--- config.mk ---
export PLATFORM = sky130hd
export DESIGN_NAME = p7_trace_buf
export DESIGN_NICKNAME = d
export VERILOG_FILES = /design/src/rtl/p7_trace_pkg.sv /design/src/rtl/p7_trace_ram.sv /design/src/rtl/p7_trace_buf.sv
export SDC_FILE = /design/constraint.sdc
export NUM_CORES = 1
export LEC_CHECK = 0
export CAP_MARGIN = 20
export CORE_MARGIN = 1.5
export CORE_UTILIZATION = 52
export DETAILED_ROUTE_END_ITERATION = 12
export HOLD_SLACK_MARGIN = 0.03
export PLACE_DENSITY = 0.78
export SETUP_SLACK_MARGIN = 0.1
export SLEW_MARGIN = 5
export SYNTH_ARGS = -nofsm -noshare
export SYNTH_HDL_FRONTEND = slang
export SYNTH_HIERARCHICAL = 1
export SYNTH_SLANG_ARGS = --single-unit
--- constraint.sdc ---
create_clock -name clk -period 7.2 [get_ports clk]
set_input_delay 1.44 -clock clk [delete_from_list [all_inputs] [get_ports clk]]
set_output_delay 1.44 -clock clk [all_outputs]
set_load 0.01 [all_outputs]
--- src/rtl/p7_trace_pkg.sv ---
// Shared constants for the p7 instruction trace buffer: capture modes and FSM state encoding.
package p7_trace_pkg;

   localparam logic [1:0] MODE_STOP_FULL = 2'd0;
   localparam logic [1:0] MODE_RING      = 2'd1;
   localparam logic [1:0] MODE_TRIGGER   = 2'd2;

   typedef enum logic [1:0] {
      ST_IDLE   = 2'd0,
      ST_ARMED  = 2'd1,
      ST_POST   = 2'd2,
      ST_FROZEN = 2'd3
   } state_e;

   // The unused encoding 3 is folded onto RING so the buffer never sees an undefined mode.
   function automatic logic [1:0] eff_mode(input logic [1:0] m);
      logic [1:0] r;
      case (m)
         MODE_STOP_FULL: r = MODE_STOP_FULL;
         MODE_TRIGGER:   r = MODE_TRIGGER;
         default:        r = MODE_RING;
      endcase
      return r;
   endfunction

endpackage

--- src/rtl/p7_trace_ram.sv ---
// Trace storage: DEPTH x W array, synchronous write, asynchronous read.
module p7_trace_ram #(
   parameter int DEPTH = 8,
   parameter int W     = 64
) (
   input  logic                     clk,
   input  logic                     we,
   input  logic [$clog2(DEPTH)-1:0] waddr,
   input  logic [W-1:0]             wdata,
   input  logic [$clog2(DEPTH)-1:0] raddr,
   output logic [W-1:0]             rdata
);

   logic [W-1:0] mem_q [DEPTH];

   // Entry write; contents are deliberately not reset.
   always_ff @(posedge clk) begin
      if (we) begin
         mem_q[waddr] <= wdata;
      end
   end

   assign rdata = mem_q[raddr];

endmodule

--- src/rtl/p7_trace_buf.sv ---
// Instruction trace buffer: captures retired PC/IR pairs in STOP_FULL, RING or TRIGGER mode,
// then drains them oldest-first once frozen.
module p7_trace_buf
   import p7_trace_pkg::*;
#(
   parameter int DEPTH = 8,
   parameter int PC_W  = 32,
   parameter int IR_W  = 32
) (
   input  logic                       clk,
   input  logic                       rst,
   input  logic                       cap_valid,
   input  logic [PC_W-1:0]            cap_pc,
   input  logic [IR_W-1:0]            cap_ir,
   input  logic [1:0]                 mode,
   input  logic                       arm,
   input  logic                       stop,
   input  logic [PC_W-1:0]            trig_pc,
   input  logic [$clog2(DEPTH)-1:0]   post_cnt,
   input  logic                       rd_ready,
   output logic                       rd_valid,
   output logic [PC_W-1:0]            rd_pc,
   output logic [IR_W-1:0]            rd_ir,
   output logic [$clog2(DEPTH):0]     count,
   output logic                       full,
   output logic                       empty,
   output logic                       triggered,
   output logic                       overflow,
   output logic                       frozen
);

   localparam int AW = $clog2(DEPTH);
   localparam logic [AW:0]   CNT_FULL = (AW+1)'(DEPTH);
   localparam logic [AW:0]   CNT_ONE  = (AW+1)'(1);
   localparam logic [AW-1:0] PTR_ONE  = AW'(1);
   localparam logic [AW-1:0] PTR_ZERO = AW'(0);

   state_e          state_q, state_d;
   logic [AW-1:0]   wr_ptr_q, wr_ptr_d, rd_ptr_q, rd_ptr_d, post_q, post_d;
   logic [AW:0]     count_q, count_d;
   logic            trig_q, trig_d, ovf_q, ovf_d;
   logic            full_q, full_d, empty_q, empty_d, rd_valid_q, rd_valid_d, frozen_q, frozen_d;
   logic [1:0]      cur_mode;
   logic            capturing, do_write, do_pop, drop_full, trig_hit, fill_stop;
   logic [PC_W+IR_W-1:0] rdata;

   // Decode which capture/readout actions happen this cycle.
   always_comb begin
      cur_mode  = eff_mode(mode);
      capturing = (state_q == ST_ARMED) || (state_q == ST_POST);
      do_write  = !arm && cap_valid && capturing &&
                  !((cur_mode == MODE_STOP_FULL) && (count_q == CNT_FULL));
      drop_full = !arm && cap_valid && (state_q != ST_IDLE) &&
                  (cur_mode == MODE_STOP_FULL) && (count_q == CNT_FULL);
      trig_hit  = do_write && (state_q == ST_ARMED) && (cur_mode == MODE_TRIGGER) &&
                  (cap_pc == trig_pc);
      fill_stop = do_write && (cur_mode == MODE_STOP_FULL) && (count_q == CNT_FULL - CNT_ONE);
      do_pop    = !arm && rd_valid_q && rd_ready;
   end

   // Next-state logic; arm wins over everything, stop only matters while capturing.
   always_comb begin
      state_d = state_q;
      if (arm) begin
         state_d = ST_ARMED;
      end else begin
         case (state_q)
            ST_IDLE:   state_d = ST_IDLE;
            ST_ARMED: begin
               if (stop || fill_stop || (trig_hit && (post_cnt == PTR_ZERO))) begin
                  state_d = ST_FROZEN;
               end else if (trig_hit) begin
                  state_d = ST_POST;
               end else begin
                  state_d = ST_ARMED;
               end
            end
            ST_POST: begin
               if (stop || fill_stop || (do_write && (post_q == PTR_ONE))) begin
                  state_d = ST_FROZEN;
               end else begin
                  state_d = ST_POST;
               end
            end
            ST_FROZEN: state_d = ST_FROZEN;
            default:   state_d = ST_IDLE;
         endcase
      end
   end

   // Pointer, occupancy, post counter and sticky flag updates.
   always_comb begin
      wr_ptr_d = wr_ptr_q;
      rd_ptr_d = rd_ptr_q;
      count_d  = count_q;
      post_d   = post_q;
      trig_d   = trig_q;
      ovf_d    = ovf_q;
      if (arm) begin
         wr_ptr_d = PTR_ZERO;
         rd_ptr_d = PTR_ZERO;
         count_d  = {(AW+1){1'b0}};
         trig_d   = 1'b0;
         ovf_d    = 1'b0;
      end else if (do_write) begin
         wr_ptr_d = wr_ptr_q + PTR_ONE;
         if (count_q == CNT_FULL) begin
            // Wrap-around: the oldest entry is overwritten, so the read side moves with it.
            rd_ptr_d = rd_ptr_q + PTR_ONE;
            ovf_d    = 1'b1;
         end else begin
            count_d = count_q + CNT_ONE;
         end
         if (trig_hit) begin
            trig_d = 1'b1;
            post_d = post_cnt;
         end else if (state_q == ST_POST) begin
            post_d = post_q - PTR_ONE;
         end else begin
            post_d = post_q;
         end
      end else if (do_pop) begin
         rd_ptr_d = rd_ptr_q + PTR_ONE;
         count_d  = count_q - CNT_ONE;
      end else if (drop_full) begin
         ovf_d = 1'b1;
      end else begin
         ovf_d = ovf_q;
      end
   end

   // Registered status outputs derived from the next state and occupancy.
   always_comb begin
      frozen_d   = (state_d == ST_FROZEN);
      rd_valid_d = frozen_d && (count_d != {(AW+1){1'b0}});
      full_d     = (count_d == CNT_FULL);
      empty_d    = (count_d == {(AW+1){1'b0}});
   end

   // State register.
   always_ff @(posedge clk) begin
      if (!rst) begin
         state_q <= ST_IDLE;
      end else begin
         state_q <= state_d;
      end
   end

   // Datapath and output registers.
   always_ff @(posedge clk) begin
      if (!rst) begin
         wr_ptr_q   <= PTR_ZERO;
         rd_ptr_q   <= PTR_ZERO;
         post_q     <= PTR_ZERO;
         count_q    <= {(AW+1){1'b0}};
         trig_q     <= 1'b0;
         ovf_q      <= 1'b0;
         full_q     <= 1'b0;
         empty_q    <= 1'b1;
         rd_valid_q <= 1'b0;
         frozen_q   <= 1'b0;
      end else begin
         wr_ptr_q   <= wr_ptr_d;
         rd_ptr_q   <= rd_ptr_d;
         post_q     <= post_d;
         count_q    <= count_d;
         trig_q     <= trig_d;
         ovf_q      <= ovf_d;
         full_q     <= full_d;
         empty_q    <= empty_d;
         rd_valid_q <= rd_valid_d;
         frozen_q   <= frozen_d;
      end
   end

   p7_trace_ram #(.DEPTH(DEPTH), .W(PC_W + IR_W)) u_ram (
      .clk   (clk),
      .we    (do_write),
      .waddr (wr_ptr_q),
      .wdata ({cap_pc, cap_ir}),
      .raddr (rd_ptr_q),
      .rdata (rdata)
   );

   assign rd_pc     = rdata[PC_W+IR_W-1:IR_W];
   assign rd_ir     = rdata[IR_W-1:0];
   assign rd_valid  = rd_valid_q;
   assign count     = count_q;
   assign full      = full_q;
   assign empty     = empty_q;
   assign triggered = trig_q;
   assign overflow  = ovf_q;
   assign frozen    = frozen_q;

endmodule

==> reports/metrics.cfg <==
[sta]
relSlewSlack_pct = 24.2
rsz0062_at_grt = false
setup-violations-final = 0
period_share_pct = 66.8
final-max-slew-violation-count = 0
hold_viol_final = 0
fmax_mhz = 208
finalClockSkew_ns = 0.0200
tightest_slew_ns = 1.14
finalSetupTns_ns = 0
fin_crit_ns = 4.81

[placed_design]
gp_congestion = 0.838
port_buffers = 180
detailedPlacementHpwl_microns = 25000

[floorplan]
num_rows = 73
fp.dieW_microns = 203
die_y_microns = 203
die_area_sq_um = 41300
io_pins = 181
core_sq_um = 39600
start_util_pct = 52.7

[route]
wl_per_cell_microns = 25.5
vias_per_cell = 5.81
first_pass_iters = 5
first_iter_violations = 722
drtAntennaViolNets = 0
num_vias = 9924
finalWirelength_microns = 43600
drc_errors = 0

[synth]
yosys-top-cells-area = edfxtp_1 74%, mux4_2 14%, mux2_2 3.5%
yosys.area.top_type = edfxtp_1
synth.top_cell.area_share_pct = 73.7
synth_edf_count = 512
yosys_warnings = 6
synth_nets = 1048
ys_ff_latch = 533
ys.flop_type = edfxtp_1
synthArstFlopShare_pct = 0
synth_area_per_cell_sq_um = 22.4
synth_area_sq_um = 20900
syn_inst = 930
yosysSeqAreaShare_pct = 75.7
synth_cell_types = 51

[pwr]
power_density_nw_per_um2 = 248
vdd_drop_max_mv = 0.165
p_leak_nw = 7.75

[layout]
fin_nets = 1261
area_growth_pct = 20.1
finish.utilization_pct = 63.2
fill_cells = 2609
drive_above_1_share_pct = 25.7

[grt]
grt_pass1_vias = 10500
grt_max_degree = 89
gr-usage-all-layers_pct = 21.6
overflow = 0
grt_pass1_wl_microns = 65300
antenna_found_initial = 3

[critical_path]
cp_slowest_cell = dfxtp_4
path_class = reg2out
crit_chain = buf_12 > mux4_2 > mux2_2 > clkdlybuf4s50_1
cp.required_ns = 5.76
startpoint_type = flip-flop
max_stage_delay_ns = 0.70
crit_fanout = 82
cp.arrival_ns = 3.37
crit_path_end_kind = output port

[run_status]
status = complete, no violations

[run]
drv_cap = 0

[clock_network]
clock-root-buffer = clkbuf_16
clockBufferDepth = 3
clkTransAtPathRegs_ns = 0.06
htree_levels = 2
post_cts_resized = 0
clock-sinks = 533
holdBufCountCts = 0
numCtsBuffers = 52
cts_tree = done
clock_latency_ns = 0.59
post_cts_buffers = 0

[worst_hold_path]
hold_class = reg2reg

kinds of logic after synthesis:
kind of cell    Yosys count  synth area share (%)
compound gates           32                  1.29
xor+xnor                 39                  1.64
fa+ha+maj                11                 0.659
buf+inv                  47                  1.34
flops                   533                  75.7
mux                     195                  17.4
simple gates             73                  1.98
critical path: cells and delay by family (launching register included):
family | cells | cell delay (ns)
buffers and inverters | 2 | 1.03
muxes | 2 | 0.90
DFF | 1 | 0.70
area by class of cell:
cell class                      instances  area, sq um  share of cell area, %
Inverter                                9         36.3                  0.145
Tap cell                              525          657                   2.62
Clock buffer                           58         1350                   5.37
Antenna cell                            1         2.50                0.00999
Sequential cell                       533        15800                   63.1
Clock inverter                         34          295                   1.18
Timing Repair Buffer                  197         2050                   8.19
Multi-Input combinational cell        350         4860                   19.4
path summary, 6_finish.rpt:
kind	startpoint	end	slack [ns]	cells after the start
worst max register to register	state_q[0]	u_ram/mem_q[3][57]	3.68	8
worst max-delay path	rd_ptr_q[0]	rd_ir[31]	2.39	4
worst min register to register	overflow	overflow	0.47	2
worst min-delay path	overflow	overflow	0.47	2
metrics by stage:
step                hold slack (ns)  worst slack, ns  instances  power [mW]  cell area (sq um)
floorplan                     0.485             1.55        930        3.53              20900
global placement              0.462             2.40       1610        3.66              23300
detailed placement            0.466             2.35       1611        3.67              23300
CTS                           0.475             2.26       1703        6.27              25000
global route                  0.512             2.14       1707        6.39              25100
finish                        0.474             2.39       1707        6.22              25100
cells in the mapped netlist (all sizes together), types with 2 or more instances:
master and n:
and3b 3, nand2 13, or3 2, nor3 5
a21oi 4, buf 27, nand2b 4, clkbuf 11
mux2i 3, a21o 2, nand3b 2, mux4 128
nor2 24, mux2 64, ha 11, nand4 5
nor4 8, dfxtp 21, o31ai 3, a21boi 4
nor2b 2, o21ai 5, xnor2 7, edfxtp 512
a31oi 4, inv 9, nor3b 2, xor2 32
per-layer routing:
layer | vias to the layer above | GRT usage (%) | share of wire (%)
met5 | - | 0 | 0.071
met1 | 5166 | 28.3 | 39
met4 | 4 | 7.12 | 2.4
met3 | 59 | 5.53 | 7.7
li1 | 4299 | - | -
met2 | 396 | 35.7 | 51
registers in the layout, summed over array words and instances (netlist names):
register,flops
state_q,2
wr_ptr_q,3
empty,1
full,1
u_ram/mem_q,512
count,4
post_q,3
rd_valid,1
rd_ptr_q,3
triggered,1
overflow,1
frozen,1
report_power, final:
part           internal [mW]  total [mW]  switching [mW]
Clock                   1.52        2.62            1.10
Combinational         0.0913       0.192           0.100
Sequential              3.41        3.41         0.00403
Total                   5.01        6.22            1.21
cell usage in the layout (no fill, tap or decap), types with 5 or more instances in the layout:
cell,Yosys,layout
edfxtp_1,512,512
clkdlybuf4s50_1,0,180
mux4_2,128,128
mux2_2,64,64
clkbuf_16,0,53
xor2_1,32,32
nor2_1,24,18
dfxtp_1,21,18
clkinv_1,0,16
nand2_1,13,13
ha_1,11,11
buf_4,4,9
inv_1,8,8
nor4_1,8,8
xnor2_1,7,7
clkinv_2,0,7
nor2_4,0,6
o21ai_0,5,5
clkbuf_1,11,5
bufinv_16,0,5
buf_12,0,5
Power figures use the tool's default switching activity.
